===== config.mk =====
export PLATFORM = sky130hd
export DESIGN_NAME = bsg_mcl_request_arbiter
export DESIGN_NICKNAME = d
export VERILOG_FILES = /design/src/rtl/bsg_mcl_request_arbiter.sv
export SDC_FILE = /design/constraint.sdc
export NUM_CORES = 1
export LEC_CHECK = 0
export ABC_AREA = 1
export BUFFER_PORTS_ARGS = -buffer_cell sky130_fd_sc_hd__buf_2
export CORE_AREA = 4 4 315 317
export CTS_CLUSTER_SIZE = 14
export DETAILED_ROUTE_END_ITERATION = 8
export DIE_AREA = 0 0 319 321
export SLEW_MARGIN = 20
export SYNTH_ARGS = -nofsm -noshare
export SYNTH_HDL_FRONTEND = slang
export SYNTH_SLANG_ARGS = --single-unit

===== constraint.sdc =====
create_clock -name clk_i -period 6.7 [get_ports clk_i]
set_input_delay 1.005 -clock clk_i [delete_from_list [all_inputs] [get_ports clk_i]]
set_output_delay 1.005 -clock clk_i [all_outputs]
set_load 0.1 [all_outputs]

===== src/rtl/bsg_mcl_request_arbiter.sv =====
// Round-robin, credit-gated arbiter feeding one registered endpoint request channel.
// Optional per-requester grant counters are built when BSG_MCL_ARB_PERF_CNT_EN is defined.
module bsg_mcl_request_arbiter #(
    parameter int num_req_p         = 4,
    parameter int fifo_width_p      = 128,
    parameter int max_out_credits_p = 16,
    parameter int op_lsb_p          = 32,
    localparam int cw_lp            = $clog2(max_out_credits_p + 1),
    localparam int id_w_lp          = $clog2(num_req_p)
) (
    input  logic                              clk_i,
    input  logic                              reset_n_i,
    input  logic [num_req_p-1:0]              req_v_i,
    input  logic [num_req_p*fifo_width_p-1:0] req_data_i,
    output logic [num_req_p-1:0]              req_rdy_o,
    output logic                              out_v_o,
    output logic [fifo_width_p-1:0]           out_data_o,
    input  logic                              out_rdy_i,
    output logic [id_w_lp-1:0]                out_id_o,
    input  logic                              credit_return_i,
    input  logic [31:0]                       rcv_vacancy_i,
    output logic [cw_lp-1:0]                  out_credits_o,
    output logic                              credit_err_o,
    output logic [num_req_p*32-1:0]           perf_grant_cnt_o
);

    typedef enum logic {ST_EMPTY = 1'b0, ST_FULL = 1'b1} state_t;

    state_t                  r_state;
    state_t                  w_state_next;
    logic [fifo_width_p-1:0] r_data;
    logic [id_w_lp-1:0]      r_id;
    logic [id_w_lp-1:0]      r_last;
    logic [cw_lp-1:0]        r_credits;
    logic [cw_lp-1:0]        w_credits_next;
    logic                    r_err;
    logic                    w_credit_sat;

    logic                    w_has_credit;
    logic                    w_vac_ok;
    logic                    w_can_grant;
    logic                    w_grant_v;
    logic [id_w_lp-1:0]      w_grant_id;
    logic [num_req_p-1:0]    w_eligible;
    logic [fifo_width_p-1:0] w_word [num_req_p];
    logic [id_w_lp:0]        w_sum  [num_req_p];
    logic [id_w_lp-1:0]      w_cand [num_req_p];

    assign w_has_credit = (r_credits != '0);
    assign w_vac_ok     = (rcv_vacancy_i >= 32'(max_out_credits_p));
    assign w_can_grant  = (r_state == ST_EMPTY) || out_rdy_i;

    genvar gi;
    generate
        for (gi = 0; gi < num_req_p; gi++) begin : g_req
            assign w_word[gi]     = req_data_i[gi*fifo_width_p +: fifo_width_p];
            // Loads are held back until the host receive FIFO can absorb a full credit window.
            assign w_eligible[gi] = req_v_i[gi] & w_has_credit &
                                    ((w_word[gi][op_lsb_p +: 8] != 8'h00) | w_vac_ok);
            // Candidate gi is the (gi+1)-th requester after the last winner, modulo num_req_p.
            assign w_sum[gi]      = {1'b0, r_last} + (id_w_lp+1)'(gi + 1);
            assign w_cand[gi]     = (w_sum[gi] >= (id_w_lp+1)'(num_req_p))
                                  ? id_w_lp'(w_sum[gi] - (id_w_lp+1)'(num_req_p))
                                  : w_sum[gi][id_w_lp-1:0];
            assign req_rdy_o[gi]  = w_grant_v & (w_grant_id == id_w_lp'(gi));
        end
    endgenerate

    // Scan from the farthest candidate back so the nearest eligible one is written last.
    always_comb begin
        w_grant_v  = 1'b0;
        w_grant_id = '0;
        for (int k = num_req_p - 1; k >= 0; k--) begin
            if (w_eligible[w_cand[k]]) begin
                w_grant_v  = 1'b1;
                w_grant_id = w_cand[k];
            end
        end
        if (!w_can_grant) begin
            w_grant_v = 1'b0;
        end
    end

    always_ff @(posedge clk_i or negedge reset_n_i) begin
        if (!reset_n_i) begin
            r_state <= ST_EMPTY;
        end else begin
            r_state <= w_state_next;
        end
    end

    always_comb begin
        w_state_next = r_state;
        case (r_state)
            ST_EMPTY: if (w_grant_v) w_state_next = ST_FULL;
            ST_FULL: begin
                if (w_grant_v)      w_state_next = ST_FULL;
                else if (out_rdy_i) w_state_next = ST_EMPTY;
            end
            default:                w_state_next = ST_EMPTY;
        endcase
    end

    always_comb begin
        out_v_o = (r_state == ST_FULL);
    end

    always_ff @(posedge clk_i or negedge reset_n_i) begin
        if (!reset_n_i) begin
            r_data <= '0;
            r_id   <= '0;
            r_last <= id_w_lp'(num_req_p - 1);
        end else if (w_grant_v) begin
            r_data <= w_word[w_grant_id];
            r_id   <= w_grant_id;
            r_last <= w_grant_id;
        end
    end

    assign w_credit_sat = credit_return_i & ~w_grant_v &
                          (r_credits == cw_lp'(max_out_credits_p));

    always_comb begin
        w_credits_next = r_credits;
        case ({w_grant_v, credit_return_i})
            2'b10:   w_credits_next = r_credits - cw_lp'(1);
            2'b01:   w_credits_next = w_credit_sat ? r_credits : r_credits + cw_lp'(1);
            default: w_credits_next = r_credits;
        endcase
    end

    always_ff @(posedge clk_i or negedge reset_n_i) begin
        if (!reset_n_i) begin
            r_credits <= cw_lp'(max_out_credits_p);
            r_err     <= 1'b0;
        end else begin
            r_credits <= w_credits_next;
            r_err     <= r_err | w_credit_sat;
        end
    end

    assign out_data_o    = r_data;
    assign out_id_o      = r_id;
    assign out_credits_o = r_credits;
    assign credit_err_o  = r_err;

`ifdef BSG_MCL_ARB_PERF_CNT_EN
    generate
        for (gi = 0; gi < num_req_p; gi++) begin : g_perf
            logic [31:0] r_cnt;
            always_ff @(posedge clk_i or negedge reset_n_i) begin
                if (!reset_n_i) begin
                    r_cnt <= '0;
                end else if (req_rdy_o[gi]) begin
                    r_cnt <= r_cnt + 32'd1;
                end
            end
            assign perf_grant_cnt_o[gi*32 +: 32] = r_cnt;
        end
    endgenerate
`else
    assign perf_grant_cnt_o = '0;
`endif

endmodule


# Yosys cells after proc, flatten, opt, wreduce, memory -nomap -nowiden
# Index checks and enable logic that the tools add are counted.
# Widths: inputs -> output; s select.
[totals]
regBits = 139
output_inout_bits = 269
elab_cells = 94
[op_classes]
n_reduce_logical = 9
order_cmp = 10
addsub = 10
n_mux = 30
eq_ne = 7
bitwise = 22
[op_table]
columns = ["op", "n"]
rows = [
  ["$bmux 128 s2", 1],
  ["$mux 128", 2],
  ["$ge 32x5->1 const B", 1],
  ["$reduce_bool 8->1", 4],
  ["$mux 2", 8],
  ["$ge 3x3->1 const B", 5],
  ["$and 1x1->1", 14],
  ["$lt 2x3->1 const B", 4],
  ["$mux 1", 12],
  ["$pmux 5 s2", 1],
  ["$bmux 1 s2", 4],
  ["$sub 2x1->2 const B", 4],
  ["$add 2x2->3 const B", 2],
  ["$eq 2x2->1 const B", 3],
  ["$add 5x1->5 const B", 1],
  ["$eq 5x5->1 const B", 1],
  ["$mux 5", 1],
  ["$or 1x1->1", 5],
  ["$reduce_bool 5->1", 1],
  ["$sub 5x1->5 const B", 1],
  ["$eq 2x1->1 const B", 2],
  ["$add 2x1->3 const B", 1],
  ["$add 2x3->3 const B", 1],
  ["$not 2->3", 1],
  ["other kinds (7)", 8],
]

# Longest topological paths before layout
# Gate-level depths: netlist of the first run.
[depth]
word_depth = 15
mapped_depth = 24

# Worst setup path after synthesis of the first run
# OpenSTA, ideal clock, no wires.
[synth_path]
path_kind = "input to output"
startpoint = "input rcv_vacancy_i[26]"
endpoint = "output req_rdy_o[1]"
slack_ps = 1279
path_stages = 17
arrival_time_ps = 4416
cell_sequence = "inv_1 > nand2_1 > nor2_1 > nand2_1 > nor2_2 > nand3_1 > nand3_1 > nand2_1 > nand2_1 > nand2_1 > inv_2 > nand3_1 > nand2_2 > buf_6 > inv_2 > buf_2 > nor3_1"
[synth_via]
elab_chain_len = 11
elab_cells_between_ends = 28
[synth_lines]
columns = ["item", "line", "text"]
rows = [
  ["start, declared", "21", "input logic [31:0] rcv_vacancy_i,"],
  ["$ge 32x5->1 (*)", "50", "assign w_vac_ok = (rcv_vacancy_i >= 32'(max_out_credits_p));"],
  ["$or 1x1->1", "59", "((w_word[gi][op_lsb_p +: 8] != 8'h00) | w_vac_ok);"],
  ["$and 1x1->1", "58", "assign w_eligible[gi] = req_v_i[gi] & w_has_credit &"],
  ["$bmux 1 s2", "74", "if (w_eligible[w_cand[k]]) begin"],
  ["$mux 1 (implied by the code)", "74", ""],
  ["$mux 2 or $mux 1 (tied branches) (4 in a row)", "74", ""],
  ["$eq 2x1->1 or $mux 1 (tied branches)", "65, 79", ""],
  ["$and 1x1->1 (*)", "65", "assign req_rdy_o[gi] = w_grant_v & (w_grant_id == id_w_lp'(gi));"],
  ["end, declared", "15", "output logic [num_req_p-1:0] req_rdy_o,"],
]
# Mark *: on every way between the ends. The rest lies on a longest branch, timed or not. The select of a mux whose other input is x is not followed.

# Final worst setup path of the first run
[layout_path]
startpoint = "input req_data_i[34]"
endpoint = "output req_rdy_o[1]"
[layout_via]
elab_chain_len = 11
elab_cells_between_ends = 22
[layout_lines]
columns = ["item", "line", "text"]
rows = [
  ["start, declared", "14", "input logic [num_req_p*fifo_width_p-1:0] req_data_i,"],
  ["$reduce_bool 8->1 (*)", "59", ""],
  ["$or 1x1->1 (*)", "59", ""],
  ["$and 1x1->1 (*)", "58", ""],
  ["$bmux 1 s2", "74", ""],
  ["$mux 1 (implied by the code)", "74", ""],
  ["$mux 2 or $mux 1 (tied branches) (4 in a row)", "74", ""],
  ["$eq 2x1->1 or $mux 1 (tied branches)", "65, 79", ""],
  ["$and 1x1->1 (*)", "65", ""],
]
# Marks and branches as above.

==> flow_summary.toml, run 1 <==
[die]
die_y_um = 321
die-area_um2 = 102400
io_pins = 821
die_w_um = 319
rows = 114
start_util_pct = 12.73
core_area_um2 = 96280

[worst_setup_path]
startpoint = "req_data_i[34]"
r2r_end = "out_data_o[14]"
critPathSlowestCell = "nor2_1"
worstPathCellList = "buf_2, inv_1, nand4_1, nor2_1, nand3_1, nand3_1, nand2_1, nand2_1, nand2_1, nand2_1, nand3_4, nand2_8, inv_2, nor3_1, buf_2"
r2r_start = "out_credits_o[4]"
reg2regPathDepth = 18
r2r_slack_ns = 2.43
path_class = "in -> out"
crit_buf_inv = 4
end_kind = "primary output"
cp_num_cells = 15
crit_family = "simple AND/OR/NAND/NOR gates"
worst_ep_required_time_ns = 5.69
crit_top_cell = "nand2_1"
crit_end = "req_rdy_o[1]"
critPathArrivalTime_ns = 4.31
path_max_fanout = 61
max_stage_delay_ns = 0.46
setup.worst_path.start_class = "input port"

[cells_and_area]
syn2layout_area_growth_pct = 39.00
drive_gt1_share_pct = 28.57
final_nets = 3172
layout_common_cells = "buf_2 (687), nand2_1 (573), nand3_1 (442)"
layout_commonest_cell = "buf_2"
finish.utilization_pct = 17.70

[timing]
rsz0062_at_grt = "false"
setup_viol = 0
min_period_ns = 5.313
fmax_mhz = 188.2
max-slew-margin-rel_pct = 21.28
hold_viol_final = 0
worst_pin_slew_ns = 1.181
timing.final.max_slew_violations = 0
finalSetupTns_ns = 0
final.setup_skew_ns = 0.01547
finalCritPeriodShare_pct = 79.30

[routing]
drc = 0
first_pass_iters = 6
ant_nets = 0
drt_wl_total_mm = 67.68
vias = 14400
wl_per_cell_um = 17.26
vias_per_cell = 3.674
first_iter_violations = 896

[placed_design]
io_buffers = 688
dpl.hpwl_mm = 55.29
place_congestion = 0.8777

[cts]
cts_sinks = 139
numCtsBuffers = 17
clockBufferDepth = 2
post_cts_resized = 0
ctsHoldBuffers = 0
clock-root-buffer = "clkbuf_16"
clk_pin_slew_ns = 0.07
htree_levels = 4
clk_latency_ns = 0.49
postCtsSetupBuffers = 0
tritoncts = "yes"

[synth]
synth_top_cell_by_area = "dfrtp_1"
netlist_area_um2 = 12260
synth-warning-count = 0
syn_area_per_cell_um2 = 6.108
synth_top_area_share_pct = 27.76
synth_seq_cells = 139
synth_cell_types = 35
postSynthCellCount = 2007
ys_seq_area_share_pct = 28.40
synthTopCellsByArea = "dfrtp_1 (28%), nand3_1 (18%), nand2_1 (18%)"

[job]
max_cap_violations = 0

[grt]
grt_pass1_vias = 13550
grt_overflow = 0
grt_max_degree = 236
grt_pass1_wl_mm = 93.90
antenna_found_initial = 53
grt_usage_pct = 12.65

[status]
status = "finished clean"

[min_path]
hp-class = "reg -> reg"
registers in the layout (all words and copies together) (netlist names):
register,flops
r_last,2
credit_err_o,1
out_credits_o,5
out_v_o,1
out_data_o,128
out_id_o,2
per-layer routing:
layer / GRT usage [%] / part of all wire [%] / up-vias / wire (um)
met4: 3.488 / 2.2 / 10 / 1474
met5: 0 / 0.10 / - / 69
met3: 4.146 / 8.6 / 112 / 5830
met2: 20.39 / 46 / 704 / 31060
li1: - / - / 7029 / -
met1: 16.22 / 43 / 6549 / 29240
per-stage QoR:
stage | cell area, um2 | std cells | hold slack (ns) | setup slack, ns
after floorplan | 12740 | 2134 | 0.5154 | 1.279
after CTS | 17000 | 3905 | 0.4809 | 1.514
after global placement | 16400 | 3873 | 0.4585 | 1.328
after global routing | 17020 | 3911 | 0.4871 | 1.234
final | 17040 | 3921 | 0.4769 | 1.387
after detailed placement | 16400 | 3873 | 0.4625 | 1.302
logic make-up after synthesis:
logic type,Yosys count,synth area share (%)
simple gates,1221,45.74
buf+inv,628,24.61
flops,139,28.40
compound gates,11,0.5307
fa+ha+maj,4,0.4695
xor+xnor,3,0.2144
other cells,1,0.03059
cell usage after synthesis (all sizes together):
| master | n |
|---|---|
| and2 | 2 |
| dfrtp | 136 |
| nand4 | 11 |
| clkbuf | 13 |
| a21oi | 3 |
| o21ai | 5 |
| nor3 | 1 |
| buf | 225 |
| a21o | 1 |
| nand3b | 1 |
| ha | 3 |
| clkinv | 2 |
| fa | 1 |
| conb | 1 |
| inv | 388 |
| nand2 | 577 |
| nor2 | 26 |
| dfstp | 3 |
| nand3 | 443 |
| a31oi | 1 |
| xnor2 | 1 |
| o21bai | 1 |
| xor2 | 2 |
| or2 | 160 |
how the worst min path moves through the flow:
stage | cells after the start | to | slack [ns] | from
global placement | 2 | out_data_o[99] | 0.46 | out_data_o[99]
floorplan | 2 | r_last[1] | 0.52 | r_last[1]
global route | 1 | credit_err_o | 0.49 | credit_err_o
finish | 1 | credit_err_o | 0.48 | credit_err_o
detailed placement | 2 | out_data_o[26] | 0.46 | out_data_o[26]
CTS | 2 | out_data_o[26] | 0.48 | out_data_o[26]
final cells by class:
type,instances,area (um2)
Antenna cell,16,40.04
Clock buffer,21,470.5
Clock inverter,11,133.9
Fill cell,11230,79240
Inverter,390,1464
Multi-Input combinational cell,1367,6279
Sequential cell,139,3482
Tap cell,1276,1597
Timing Repair Buffer,701,3575
Power of run 1 is not shown: default switching activity piles up to over one toggle a cycle in this logic, so the estimate is an artifact.
==> run 2, diff against run 1 <==
CORE_AREA = 4 4 316 318   (was 4 4 315 317)
DIE_AREA = 0 0 320 322   (was 0 0 319 321)
clock period = 4.39 ns   (was 6.7 ns; I/O delays follow)
==> flow_summary.toml, run 2 (synthesis gave the netlist of run 1 again) <==
[timing]
timing.final.max_slew_violations = 0
rsz0062_at_grt = "false"
min_period_ns = 3.834
fmax_mhz = 260.8
finalCritPeriodShare_pct = 87.33
setup_viol = 0
worst_pin_slew_ns = 1.008
hold_viol_final = 0
max-slew-margin-rel_pct = 32.81
final.setup_skew_ns = 0.01864
fin_ws_ns = 0.5562
whs_ns = 0.1658

[cells_and_area]
multiInputGateArea_um2 = 6284
fillers = 11260
layout_common_cells = "buf_2 (683), nand2_1 (573), nand3_1 (442)"
largest_reg_flops = 128
drive_gt1_share_pct = 28.86
final_nets = 3183
regArea_um2 = 3482
finish.utilization_pct = 17.83
layout_commonest_cell = "buf_2"
syn2layout_area_growth_pct = 40.42

[status]
status = "finished clean"

[grt]
grt_overflow = 0
grt_pass1_wl_mm = 87.12
grt_max_degree = 178
antenna_found_initial = 30
grt_usage_pct = 11.55
grt_pass1_vias = 13290

[placed_design]
place_congestion = 0.8959
preCtsSetupSlack_ns = 0.5010
dpl.hpwl_mm = 51.22
io_buffers = 688

[cts]
tritoncts = "yes"
clockBufferDepth = 2
htree_levels = 4
clock-root-buffer = "clkbuf_16"
clk_latency_ns = 0.50
numCtsBuffers = 17
postCtsSetupBuffers = 0
cts_sinks = 139
ctsHoldBuffers = 0
post_cts_resized = 0
clk_pin_slew_ns = 0.08

[die]
start_util_pct = 12.70
die-area_um2 = 103000
io_pins = 821
rows = 114
die_y_um = 322
core_area_um2 = 96570
die_w_um = 320

[worst_setup_path]
crit_family = "simple AND/OR/NAND/NOR gates"
end_kind = "primary output"
worstPathCellList = "buf_2, inv_1, nand4_1, nor2_1, nand3_1, nand3_1, nand2_1, nand2_1, nand2_1, nand2_1, nand2_1, nand2_4, nand2_8, nor2_1, inv_2, nor2_1, buf_12"
worst_ep_required_time_ns = 3.73
crit_buf_inv = 4
setup.worst_path.start_class = "input port"
critPathArrivalTime_ns = 3.18
crit_top_cell = "nand2_1"
path_class = "in -> out"
max_stage_delay_ns = 0.35
critPathSlowestCell = "nor2_1"
path_max_fanout = 6

[routing]
ant_nets = 0
first_pass_iters = 6
drt_wl_total_mm = 62.49
drc = 0
vias = 14150
vias_per_cell = 3.609
first_iter_violations = 688
wl_per_cell_um = 15.94

[min_path]
hp-class = "in -> async"

[job]
max_cap_violations = 0
-- run 2: changes by cell type in the layout (fill, tap and decap cells not counted), moves of 3 or more --
cell and delta:
clkinvlp_4 -3, diode_2 -12, buf_12 +10, buf_4 +5, buf_2 -4, clkinv_2 +4
-- run 2: worst paths after layout --
| kind | slack [ns] | cells past startpoint | from | to |
|---|---|---|---|---|
| setup reg to reg | 1.27 | 17 | out_credits_o[4] | out_data_o[100] |
| max in group asynchronous | 3.17 | 2 | reset_n_i | out_data_o[64] |
| min in group clk_i | 0.41 | 2 | out_rdy_i | out_v_o |
| hold / removal | 0.17 | 1 | reset_n_i | out_data_o[19] |
| setup / recovery | 0.56 | 17 | req_data_i[34] | req_rdy_o[2] |
| hold reg to reg | 0.48 | 2 | out_data_o[51] | out_data_o[51] |
-- run 2: per-layer routing --
layer	vias up	track usage [%]	share of wire (%)
li1	7024	-	-
met1	6342	13.94	40
met2	684	19.69	49
met3	90	3.223	9.0
met4	6	4.068	2.5
met5	-	0	0.050
-- run 2: cell type report --
cell class | instances | area share (%)
multi-input cells | 1367 | 36.50
repair buffers | 712 | 22.02
flip-flops and latches | 139 | 20.23
well taps | 1276 | 9.275
inverters | 390 | 8.504
clock buffers | 22 | 2.755
clock inverters | 10 | 0.6614
diodes | 4 | 0.05815
-- run 2: per-stage QoR --
step	area (um2)	instances	TNS [ns]
2_1_floorplan	12740	2134	-0.04621
6_report	17210	3920	0
4_1_cts	17200	3916	0
3_3_place_gp	16620	3884	0
5_1_grt	17210	3918	0
3_5_place_dp	16620	3884	0
-- run 2: worst reg2reg max path: stages, from the launching register on --
cell	delay (ns)
dfstp_2	0.58
inv_1	0.07
nand4_1	0.16
nand2_1	0.07
inv_1	0.07
nand3_1	0.09
nand2_1	0.12
nand2_1	0.06
nand2_1	0.06
clkinv_1	0.05
nand2_1	0.11
nand2_1	0.10
nand2_4	0.11
nand2_8	0.09
buf_12	0.18
or2_1	0.79
nand3_1	0.20
nand3_1	0.10
Power of run 2 is left out for the same reason.
